===== config.mk =====
export PLATFORM = sky130hd
export DESIGN_NAME = jesd204b_tx_link_seq
export DESIGN_NICKNAME = d
export VERILOG_FILES = /design/src/rtl/jesd204b_tx_link_seq.sv
export SDC_FILE = /design/constraint.sdc
export NUM_CORES = 1
export LEC_CHECK = 0
export CORE_MARGIN = 2
export CORE_UTILIZATION = 35
export DETAILED_ROUTE_END_ITERATION = 8
export PLACE_DENSITY_LB_ADDON = 0.1
export SETUP_SLACK_MARGIN = 0.05
export SLEW_MARGIN = 20
export SYNTH_ARGS = -nofsm -noshare
export SYNTH_HDL_FRONTEND = slang
export SYNTH_SLANG_ARGS = --single-unit

===== constraint.sdc =====
create_clock -name clk_i -period 2.5 [get_ports clk_i]
set_clock_uncertainty 0.15 [all_clocks]
set_input_delay 0.25 -clock clk_i [delete_from_list [all_inputs] [get_ports clk_i]]
set_output_delay 0.25 -clock clk_i [all_outputs]
set_load 0.01 [all_outputs]

===== src/rtl/jesd204b_tx_link_seq.sv =====
// -----------------------------------------------------------------------------
// jesd204b_tx_link_seq
//
// JESD204B transmit link-layer sequencer. Sits between the TX transport layer
// and the 8b/10b encoder and walks the link through its three phases:
//   CGS  : every octet is K28.5 while the receiver holds SYNC~ low.
//   ILAS : starts on the first LMFC pulse seen with SYNC~ released. Sends
//          ILAS_MULTIFRAMES multiframes of /R/ ... ramp ... /A/. Multiframe 1
//          also carries /Q/ and the 14 link-configuration octets.
//   DATA : passes the transport payload through, with no K characters.
// Whenever the synchronised SYNC~ is low in ILAS or DATA, the link drops back
// to CGS on the next edge.
//
// Optional feature (compile-time macro JESD_TX_RESYNC_CNT_EN):
//   Adds resync_cnt_o. This is a saturating 8-bit count of ILAS->CGS and
//   DATA->CGS transitions.
//
// Ports
//   clk_i         link clock, one beat per cycle
//   rst_ni        asynchronous active-low reset
//   sync_ni       SYNC~ from the receiver (asynchronous, active-low)
//   lmfc_clk_i    one-cycle pulse on beat 0 of every multiframe
//   ilas_cfg_i    14 config octets, octet n = [8n+7:8n], latched at ILAS start
//   data_i        transport payload, octet j = [8j+7:8j]
//   data_ready_o  high while in DATA; data_i is taken every cycle it is high
//   tx_data_o     octets to the encoder
//   tx_charisk_o  per-octet K flag
//   link_state_o  0 = CGS, 1 = ILAS, 2 = DATA
//   resync_cnt_o  (JESD_TX_RESYNC_CNT_EN only) count of resynchronisations
//
// Timing: link_state_o and data_ready_o reflect the current state. The octets
// for that state reach tx_data_o/tx_charisk_o one cycle later. So data_i sampled
// while data_ready_o is high appears on tx_data_o on the next cycle.
// -----------------------------------------------------------------------------
module jesd204b_tx_link_seq #(
  parameter int PARALLEL_OCTETS      = 4,
  parameter int BEATS_PER_MULTIFRAME = 16,
  parameter int ILAS_MULTIFRAMES     = 4
) (
  input  logic                         clk_i,
  input  logic                         rst_ni,
  input  logic                         sync_ni,
  input  logic                         lmfc_clk_i,
  input  logic [111:0]                 ilas_cfg_i,
  input  logic [8*PARALLEL_OCTETS-1:0] data_i,
`ifdef JESD_TX_RESYNC_CNT_EN
  output logic [7:0]                   resync_cnt_o,
`endif
  output logic                         data_ready_o,
  output logic [8*PARALLEL_OCTETS-1:0] tx_data_o,
  output logic [PARALLEL_OCTETS-1:0]   tx_charisk_o,
  output logic [1:0]                   link_state_o
);

  localparam int P      = PARALLEL_OCTETS;
  localparam int BEATS  = BEATS_PER_MULTIFRAME;
  localparam int NMF    = ILAS_MULTIFRAMES;
  localparam int BW     = (BEATS > 1) ? $clog2(BEATS) : 1;
  localparam int MW     = $clog2(NMF);
  // The octet index must be at least 8 bits wide because the D-char ramp
  // uses k[7:0].
  localparam int KW_RAW = $clog2(BEATS * P) + 1;
  localparam int KW     = (KW_RAW > 8) ? KW_RAW : 8;

  localparam logic [BW-1:0] BEAT_LAST = BW'(BEATS - 1);
  localparam logic [MW-1:0] MF_LAST   = MW'(NMF - 1);
  localparam logic [KW-1:0] K_LAST    = KW'(BEATS * P - 1);

  typedef enum logic [1:0] {
    ST_CGS  = 2'd0,
    ST_ILAS = 2'd1,
    ST_DATA = 2'd2
  } state_e;

  // ---------------------------------------------------------------------------
  // SYNC~ synchroniser. It resets to 0 (SYNC~ asserted), so the link always
  // starts in CGS.
  // ---------------------------------------------------------------------------
  logic sync_meta_q;
  logic sync_s_q;

  always_ff @(posedge clk_i or negedge rst_ni) begin
    if (!rst_ni) begin
      sync_meta_q <= 1'b0;
      sync_s_q    <= 1'b0;
    end else begin
      sync_meta_q <= sync_ni;
      sync_s_q    <= sync_meta_q;
    end
  end

  // ---------------------------------------------------------------------------
  // State and counters
  // ---------------------------------------------------------------------------
  state_e          state_q, state_d;
  logic [BW-1:0]   beat_q, beat_d;
  logic [MW-1:0]   mf_q, mf_d;
  logic [111:0]    cfg_q, cfg_d;

  always_ff @(posedge clk_i or negedge rst_ni) begin
    if (!rst_ni) begin
      state_q <= ST_CGS;
      beat_q  <= '0;
      mf_q    <= '0;
      cfg_q   <= '0;
    end else begin
      state_q <= state_d;
      beat_q  <= beat_d;
      mf_q    <= mf_d;
      cfg_q   <= cfg_d;
    end
  end

  logic last_beat;
  logic last_mf;
  assign last_beat = (beat_q == BEAT_LAST);
  assign last_mf   = (mf_q == MF_LAST);

  always_comb begin
    state_d = state_q;
    beat_d  = beat_q;
    mf_d    = mf_q;
    cfg_d   = cfg_q;
    if (!sync_s_q) begin
      // A low SYNC~ wins over everything, including an LMFC pulse in CGS.
      state_d = ST_CGS;
      beat_d  = '0;
      mf_d    = '0;
    end else begin
      unique case (state_q)
        ST_CGS: begin
          if (lmfc_clk_i) begin
            state_d = ST_ILAS;
            beat_d  = '0;
            mf_d    = '0;
            cfg_d   = ilas_cfg_i;
          end
        end
        ST_ILAS: begin
          // The local beat counter is authoritative here. LMFC is not used,
          // so DATA begins exactly on a multiframe boundary.
          if (last_beat) begin
            beat_d = '0;
            if (last_mf) begin
              state_d = ST_DATA;
              mf_d    = '0;
            end else begin
              mf_d = mf_q + MW'(1);
            end
          end else begin
            beat_d = beat_q + BW'(1);
          end
        end
        ST_DATA: begin
          state_d = ST_DATA;
        end
        default: begin
          state_d = ST_CGS;
          beat_d  = '0;
          mf_d    = '0;
        end
      endcase
    end
  end

  // ---------------------------------------------------------------------------
  // ILAS octet generation, one lane slot per octet of the beat
  // ---------------------------------------------------------------------------
  logic [P-1:0][7:0] ilas_oct;
  logic [P-1:0]      ilas_k;
  logic [127:0]      cfg_ext;

  // Two zero octets pad the table so that any 4-bit index stays in range.
  assign cfg_ext = {16'h0000, cfg_q};

  for (genvar gi = 0; gi < P; gi++) begin : g_oct
    logic [KW-1:0] k;
    logic [3:0]    cfg_idx;
    logic [7:0]    oct_byte;
    logic          oct_k;

    assign k       = KW'(beat_q) * KW'(P) + KW'(gi);
    assign cfg_idx = k[3:0] - 4'd2;

    always_comb begin
      oct_byte = k[7:0];
      oct_k    = 1'b0;
      if (k == '0) begin
        oct_byte = 8'h1C;              // K28.0 /R/
        oct_k    = 1'b1;
      end else if (k == K_LAST) begin
        oct_byte = 8'h7C;              // K28.3 /A/
        oct_k    = 1'b1;
      end else if (mf_q == MW'(1) && k == KW'(1)) begin
        oct_byte = 8'h9C;              // K28.4 /Q/
        oct_k    = 1'b1;
      end else if (mf_q == MW'(1) && k <= KW'(15)) begin
        // k is 2..15 here, because 0 and 1 were handled above.
        oct_byte = cfg_ext[{cfg_idx, 3'b000} +: 8];
      end
    end

    assign ilas_oct[gi] = oct_byte;
    assign ilas_k[gi]   = oct_k;
  end

  // ---------------------------------------------------------------------------
  // Output decode and output registers
  // ---------------------------------------------------------------------------
  logic [8*P-1:0] tx_data_q, tx_data_d;
  logic [P-1:0]   tx_charisk_q, tx_charisk_d;
  logic           data_ready_q, data_ready_d;

  always_comb begin
    tx_data_d    = {P{8'hBC}};         // K28.5
    tx_charisk_d = '1;
    unique case (state_q)
      ST_ILAS: begin
        tx_data_d    = ilas_oct;
        tx_charisk_d = ilas_k;
      end
      ST_DATA: begin
        tx_data_d    = data_i;
        tx_charisk_d = '0;
      end
      default: begin
        tx_data_d    = {P{8'hBC}};
        tx_charisk_d = '1;
      end
    endcase
    // Ready follows the state register itself. It therefore drops in the
    // same update that leaves DATA.
    data_ready_d = (state_d == ST_DATA);
  end

  always_ff @(posedge clk_i or negedge rst_ni) begin
    if (!rst_ni) begin
      tx_data_q    <= {P{8'hBC}};
      tx_charisk_q <= '1;
      data_ready_q <= 1'b0;
    end else begin
      tx_data_q    <= tx_data_d;
      tx_charisk_q <= tx_charisk_d;
      data_ready_q <= data_ready_d;
    end
  end

  assign tx_data_o    = tx_data_q;
  assign tx_charisk_o = tx_charisk_q;
  assign data_ready_o = data_ready_q;
  assign link_state_o = state_q;

`ifdef JESD_TX_RESYNC_CNT_EN
  logic [7:0] resync_cnt_q, resync_cnt_d;

  always_comb begin
    resync_cnt_d = resync_cnt_q;
    if (state_q != ST_CGS && state_d == ST_CGS && resync_cnt_q != 8'hFF) begin
      resync_cnt_d = resync_cnt_q + 8'd1;
    end
  end

  always_ff @(posedge clk_i or negedge rst_ni) begin
    if (!rst_ni) begin
      resync_cnt_q <= 8'd0;
    end else begin
      resync_cnt_q <= resync_cnt_d;
    end
  end

  assign resync_cnt_o = resync_cnt_q;
`endif

endmodule


# Word-level counts from Yosys, hierarchy flattened
# Cells that the tools add are included.
[totals]
ff_bits = 159
input_bits = 148
output_inout_bits = 39
wordCells = 96
[classes]
add_sub_neg = 9
magnitude_cmp = 4
eq_ne = 15
shift = 4
n_mux = 40
n_reduce_logical = 15
[op_table]
columns = ["cell", "count"]
rows = [
  ["128-bit by 8-bit indexed part select with 8-bit output", 4],
  ["8-bit two-way mux", 14],
  ["32-bit case mux with 2 select lines", 1],
  ["8-bit logical NOT", 4],
  ["7-bit by 1-bit equality test with 1-bit output, second input constant", 3],
  ["7-bit by 6-bit equality test with 1-bit output, second input constant", 3],
  ["7-bit by 4-bit less-or-equal comparator with 1-bit output, second input constant", 3],
  ["2-bit two-way mux", 8],
  ["4-bit by 2-bit subtractor with 4-bit output, second input constant", 4],
  ["6-bit by 2-bit adder with 7-bit output, second input constant", 2],
  ["4-bit two-way mux", 3],
  ["2-bit case mux with 3 select lines", 2],
  ["4-bit case mux with 3 select lines", 1],
  ["1-bit two-way mux", 10],
  ["4-bit case mux with 2 select lines", 1],
  ["6-bit by 1-bit adder with 7-bit output, second input constant", 1],
  ["1-bit logical AND", 7],
  ["2-bit equality test, second input constant", 3],
  ["6-bit by 4-bit less-or-equal comparator with 1-bit output, second input constant", 1],
  ["3-bit inequality test, second input constant", 2],
  ["3-bit AND reduction", 2],
  ["4-bit by 1-bit adder with 4-bit output, second input constant", 1],
  ["2-bit by 1-bit equality test with 1-bit output, second input constant", 2],
  ["4-bit equality test, second input constant", 1],
  ["4 further kinds", 4],
]

# Depth between registers and ports, before layout
# Gate-level depths: netlist of the first run.
[depth]
depth_word = 8
depth_mapped = 10
ltp_nobuf = 6

# Least setup slack after synthesis of the first run
# Ideal clock, no wire load.
[synth_path]
kind = "register to register"
startpoint = "reg beat_q[0]"
endpoint = "reg tx_data_q[8], in the netlist tx_data_o[8]"
setup_time_ps = 78
arrival_time_ps = 2101
t_required_ps = 2272
setup_slack_ps = 171
stages_incl_launch_ff = 11
cell_sequence = "dfrtp_1 -> buf_2 -> inv_2 -> buf_2 -> ha_1 -> buf_2 -> buf_6 -> a21oi_1 -> a211oi_1 -> o21ai_1 -> a21oi_1"
[synth_via]
elab_chain_cells = 8
word_cells_on_any_way = 14
cone_classes = "add/sub: 2; order compare: 1; eq/ne: 2; shift: 1; mux: 5; reduce/logical: 3"
[synth_rtl]
columns = ["element", "line_no", "rtl"]
rows = [
  ["from (decl)", "96", "logic [BW-1:0] beat_q, beat_d;"],
  ["from (signal assigned)", "108", "beat_q <= beat_d;"],
  ["6-bit by 1-bit adder with 7-bit output (*)", "182", "assign k = KW'(beat_q) * KW'(P) + KW'(gi);"],
  ["4-bit by 2-bit subtractor with 4-bit output or 7-bit by 4-bit less-or-equal comparator with 1-bit output (tied branches)", "183, 197", ""],
  ["128-bit by 8-bit indexed part select with 8-bit output or 1-bit logical AND (tied branches)", "199, 197", ""],
  ["8-bit two-way mux", "197", "end else if (mf_q == MW'(1) && k <= KW'(15)) begin"],
  ["8-bit two-way mux", "194", "end else if (mf_q == MW'(1) && k == KW'(1)) begin"],
  ["8-bit two-way mux", "191", "end else if (k == K_LAST) begin"],
  ["8-bit two-way mux (*)", "188", "if (k == '0) begin"],
  ["32-bit case mux with 2 select lines (*)", "217", "unique case (state_q)"],
  ["net tx_data_d[8]", "210", "logic [8*P-1:0] tx_data_q, tx_data_d;"],
  ["to (signal assigned)", "238", "tx_data_q <= {P{8'hBC}};"],
  ["to (signal assigned)", "242", "tx_data_q <= tx_data_d;"],
  ["to (decl)", "210", ""],
]
# Mark *: on every way through the listed nets, which the timed path passes. The rest lies on a longest branch.
# A chain may end at the register's enable or synchronous reset.

# Final worst setup path of the first run
[layout_path]
startpoint = "reg beat_q[0]"
endpoint = "reg tx_data_q[3], in the netlist tx_data_o[3]"
[layout_via]
elab_chain_cells = 5
word_cells_on_any_way = 8
cone_classes = "add/sub: 1; order compare: 1; shift: 1; mux: 3; reduce/logical: 2"
[layout_rtl]
columns = ["element", "line_no"]
rows = [
  ["4-bit by 2-bit subtractor with 4-bit output or 6-bit by 4-bit less-or-equal comparator with 1-bit output (tied branches)", "183, 197"],
  ["128-bit by 8-bit indexed part select with 8-bit output or 1-bit logical AND (tied branches)", "199, 197"],
  ["8-bit two-way mux", "197"],
  ["8-bit two-way mux (*)", "188"],
  ["32-bit case mux with 2 select lines (*)", "217"],
  ["net tx_data_d[3]", "210"],
]
# Marked as above.

==> results.cfg, run 1 <==
[status]
outcome = finished clean

[worst_setup_path]
end_kind = register
reg2reg_from = beat_q[0]
arrival_ps = 2200
cp-start-kind = register
cp.required_ps = 2680
rrSetupSlack_ps = 480
reg2reg_to = tx_data_o[3]
worstSetupPathType = reg2reg
worstRegToRegCells = 6
crit_fanout = 10

[timing]
worst-slew-pin-transition_ps = 656
fin_crit_ps = 2020
fin_crit_sh = 0.808
fin_tns_setup_ps = 0
slew_headroom = 0.563
fmax_mhz = 495
finalHoldViolCount = 0
finalSetupViolCount = 0
rsz0062_at_grt = false
maxSlewViolCount = 0

[clock_network]
cts_tree = built
cts.sinks = 159
clk_pin_slew_worst_paths_ps = 60
clkLatencyLatePin_ps = 430
cts_buffers = 17
cts_hold_buffers = 1
cts_root_buf = clkbuf_16
clk_path_buf_depth = 2
postCtsSetupBuffers = 0
cts_resized = 0
cts.htree.levels = 4

[synth]
ys_types = 49
synth_edf_count = 0
synthesis.area_um2 = 7090
ys_seq_elements = 159
synth_cells = 529
ys_seq_area_frac = 0.566
postSynthAreaPerCell_um2 = 13.4
synth_warnings = 0
async_flop_share = 1.00
syn_nets = 685
ys.flop_type = dfrtp_1

[cells_and_area]
fillCellCount = 1822
layout.nets = 874
final_common_cell = clkdlybuf4s50_1
seq_area_um2 = 4010
drive_above_1_share = 0.131
multiInputGateArea_um2 = 2890
antenna_cells = 0
mostFrequentLayoutCells = clkdlybuf4s50_1, dfrtp_1, mux2_1, a21oi_1, nand2_1
area_growth_syn_to_layout_pct = 39.6
fin_cells = 1001

[global_routing]
grt.total_usage = 0.186
grt_remaining_overflow = 0
grt_pass1_vias = 5403
grt_pass1_wl_um = 30200
antenna_found_initial = 0
grt_max_degree = 65

[detailed_routing]
wl_per_cell_um = 19.0
ant_nets = 0
dr.pass1.iters = 4
drt-initial-drc-count = 273
wirelength_um = 19000
drc = 0
viasPerCell = 4.96
num_vias = 4969

[floorplanning]
floorplan.rows = 52
io_pins = 187
dieArea_um2 = 21400
start_util = 0.354
die_y_um = 146
die_w_um = 146
fp.coreArea_um2 = 20000

[run]
maxCapViolCount = 0

[worst_hold_path]
hold_class = in2reg
holdPathEnd = sync_meta_q
whs_path_depth = 1
min_from = sync_ni

[placed_design]
gp_congestion = 0.840
numPortBuffers = 186
dp.cells = 968
post-dp-hpwl_um = 14200

[power]
power_density_nw_per_um2 = 701
p_leak_uw = 0.00392
ir_drop_v = 0.000473
[metal layers]
layer  up-vias  global-route usage  wire, µm
met5         -                   0         0
met2       140               0.297      9210
li1       2300                   -         -
met1      2503               0.249      8520
met4         0              0.0655       413
met3        26              0.0453       894
[Yosys cell counts, drive strengths merged (8+ instances only)]
cell    number  area share
mux4        13       0.041
nand2       27       0.014
dfrtp      135        0.48
ha           8       0.014
nand3       21       0.015
dfstp       24       0.089
mux2       115        0.18
nor2        17      0.0090
o21ai       20       0.014
buf         21       0.017
mux2i       19       0.027
inv          8      0.0042
a21oi       29       0.020
clkbuf      13      0.0069
[worst max path at each step]
stage / start / end / slack [ps] / cells past startpoint
2_1_floorplan: beat_q[0] / tx_data_o[8] / 170 / 10
3_3_place_gp: link_state_o[0] / beat_q[1] / 540 / 6
3_5_place_dp: beat_q[0] / tx_data_o[3] / 490 / 6
4_1_cts: beat_q[0] / tx_data_o[7] / 470 / 6
5_1_grt: beat_q[0] / tx_data_o[7] / 330 / 6
6_report: beat_q[0] / tx_data_o[3] / 480 / 6
[through the flow]
step	utilization	hold WS, ps	setup WS [ps]	total power [µW]	area [µm²]
final	0.494	132	479	6930	9890
after global routing	0.494	121	333	7280	9890
after CTS	0.494	112	471	7040	9890
after detailed placement	0.465	41.0	493	4490	9310
after global placement	0.465	37.0	542	4450	9310
after floorplan	-	-196	171	3840	7090
[critical path, stage by stage, from the launching register on]
cell	delay [ps]
dfrtp_2	390
inv_2	40
ha_1	330
buf_4	230
mux2_2	370
a221oi_1	260
o2111ai_1	160
[layout make-up]
class,count,area share
sequential,159,0.405
multi-input combinational,328,0.292
timing repair buffer,204,0.207
clock buffer,18,0.0444
tap,270,0.0341
clock inverter,14,0.0137
inverter,8,0.00304
[logic make-up after synthesis]
group           count (synthesis)  synth area share
simple gates                   96            0.0717
buf+inv                        42            0.0281
flops                         159             0.566
compound gates                 77            0.0694
fa+ha+maj                       8            0.0141
mux                           147             0.251
[sequential cells by signal, summed over array words and instances, names as in the netlist]
signal and cells:
tx_data_o 32, tx_charisk_o 4, sync_s_q 1, beat_q 4, sync_meta_q 1, link_state_o 2
mf_q 2, data_ready_o 1, cfg_q 112
[report_power, final]
group	total, µW	leakage, µW	internal (µW)	switching [µW]
clock network	2510	0.000275	1410	1100
logic	1180	0.00176	690	489
registers	3240	0.00188	3030	213
No activity file was read; power rests on OpenSTA's default activity.
==> run 2, diff against run 1 <==
==> constraint.sdc (replaced) <==
create_clock -name clk_i -period 1.8 [get_ports clk_i]
set_clock_uncertainty 0.15 [all_clocks]
set_input_delay 0.18 -clock clk_i [delete_from_list [all_inputs] [get_ports clk_i]]
set_output_delay 0.18 -clock clk_i [all_outputs]
set_load 0.01 [all_outputs]
==> results.cfg, run 2 (synthesized netlist as in run 1, its figures left out) <==
[floorplanning]
start_util = 0.354
floorplan.rows = 52
die_y_um = 146
fp.coreArea_um2 = 20000
io_pins = 187
dieArea_um2 = 21400
die_w_um = 146

[timing]
fmax_mhz = 548
fin_crit_sh = 1.01
finalHoldViolCount = 0
fin_crit_ps = 1820
finalHoldWorstSlack_ps = 60.3
maxSlewViolCount = 0
slew_headroom = 0.750
finalSetupViolCount = 3
fin_ws_ps = -23.9
worst-slew-pin-transition_ps = 376
fin_tns_setup_ps = -50.1
rsz0062_at_grt = true

[detailed_routing]
ant_nets = 0
drt-initial-drc-count = 247
wirelength_um = 21300
wl_per_cell_um = 20.2
dr.pass1.iters = 4
drc = 0
viasPerCell = 5.03
num_vias = 5312

[worst_hold_path]
hold_class = in2reg
whs_path_depth = 1

[cells_and_area]
antenna_cells = 0
area_growth_syn_to_layout_pct = 52.8
final_area_um2 = 10800
layout.nets = 929
mostFrequentLayoutCells = clkdlybuf4s50_1, dfrtp_1, mux2_1, buf_4
regMostFlops = cfg_q
largest_reg_flops = 112
drive_above_1_share = 0.272
final_common_cell = clkdlybuf4s50_1
fillCellCount = 1778

[clock_network]
cts.sinks = 159
cts.htree.levels = 4
clk_path_buf_depth = 2
cts_tree = built
cts_buffers = 17
cts_root_buf = clkbuf_16
clk_pin_slew_worst_paths_ps = 70
clkLatencyLatePin_ps = 420

[power]
power_density_nw_per_um2 = 910
p_comb_frac = 0.201
p_leak_uw = 0.00443
net-switching-power_uw = 2630
swShare = 0.267
clkPwrFrac = 0.340
p_seq_frac = 0.459
ir_drop_v = 0.000651
design_power_total_uw = 9860
p_int_uw = 7220

[global_routing]
grt_pass1_wl_um = 31000
grt_remaining_overflow = 0
grt_max_degree = 46
grt.total_usage = 0.189
antenna_found_initial = 0
grt_pass1_vias = 5497

[worst_setup_path]
cp-start-kind = register
arrival_ps = 1990
worstRegToRegCells = 5
end_kind = register
worstSetupPathType = reg2reg
cp.required_ps = 1970
crit_fanout = 9

[placed_design]
gp_congestion = 0.900
numPortBuffers = 186
pre_cts_ws_ps = -58.1
post-dp-hpwl_um = 14800
dpl-instance-area_um2 = 9580

[run]
maxCapViolCount = 0

[status]
outcome = finished with violations
violations = setup timing
## run 2: cell count changes in the layout (fill, tap and decap cells not counted), sizes merged
cell / before / now
buf: 18 / 66
clkdlybuf4s50: 185 / 159
dlygate4sd2: 0 / 26
clkbuf: 18 / 25
inv: 11 / 16
clkinv: 7 / 5
clkinvlp: 3 / 1
bufinv: 1 / 0
## run 2: power groups by stage
stage	Sequential, µW	Combinational (µW)	Clock [µW]
3_5_place_dp	4580	1730	0
2_1_floorplan	4500	869	0
5_1_grt	4600	2140	3600
3_3_place_gp	4560	1690	0
4_1_cts	4510	1720	3420
6_report	4520	1980	3350
## run 2: metal layers
metal | GRT usage | vias up | part of all wire
met1 | 0.258 | 2718 | 0.45
met3 | 0.0378 | 18 | 0.046
li1 | - | 2420 | -
met2 | 0.309 | 156 | 0.49
met5 | 0 | - | 0
met4 | 0.0553 | 0 | 0.012
## run 2: critical path: stages, from the launching register on
cell,delay (ps)
dfrtp_2,420
inv_4,50
ha_4,350
mux2_2,360
a221oi_2,250
o2111ai_1,150
## run 2: path summary, 6_finish.rpt
path	endpoint	slack [ps]	from
worst max-delay path	tx_data_o[3]	-20	beat_q[0]
worst max register to register	tx_data_o[3]	-20	beat_q[0]
min in group asynchronous	cfg_q[71]	80	rst_ni
worst min-delay path	sync_meta_q	60	sync_ni
worst min register to register	sync_s_q	210	sync_meta_q
max in group asynchronous	tx_data_o[13]	770	rst_ni
## run 2: area by class of cell
type | count | area, µm² | area share
flip-flops and latches | 159 | 4010 | 0.370
repair buffers | 259 | 2730 | 0.253
well taps | 270 | 338 | 0.0312
inverters | 8 | 32.5 | 0.00301
clock buffers | 18 | 439 | 0.0406
clock inverters | 14 | 105 | 0.00971
multi-input cells | 328 | 3170 | 0.293
## run 2: timing repair
action | 4_1_cts | 5_1_grt
hold endpoints to repair | 135 | 0
pin swaps | 2 | 21
hold buffers | 1 | 0
buffers inserted | 3 | 16
cloned | 0 | 12
endpoints found under the setup margin | 54 | 141
gates resized for setup | 39 | 74
## run 2: per-stage QoR
| step | cells | util |
|---|---|---|
| 6_report | 1056 | 0.540 |
| 3_3_place_gp | 992 | 0.478 |
| 4_1_cts | 1028 | 0.508 |
| 5_1_grt | 1056 | 0.540 |
| 2_1_floorplan | 529 | - |
| 3_5_place_dp | 992 | 0.478 |
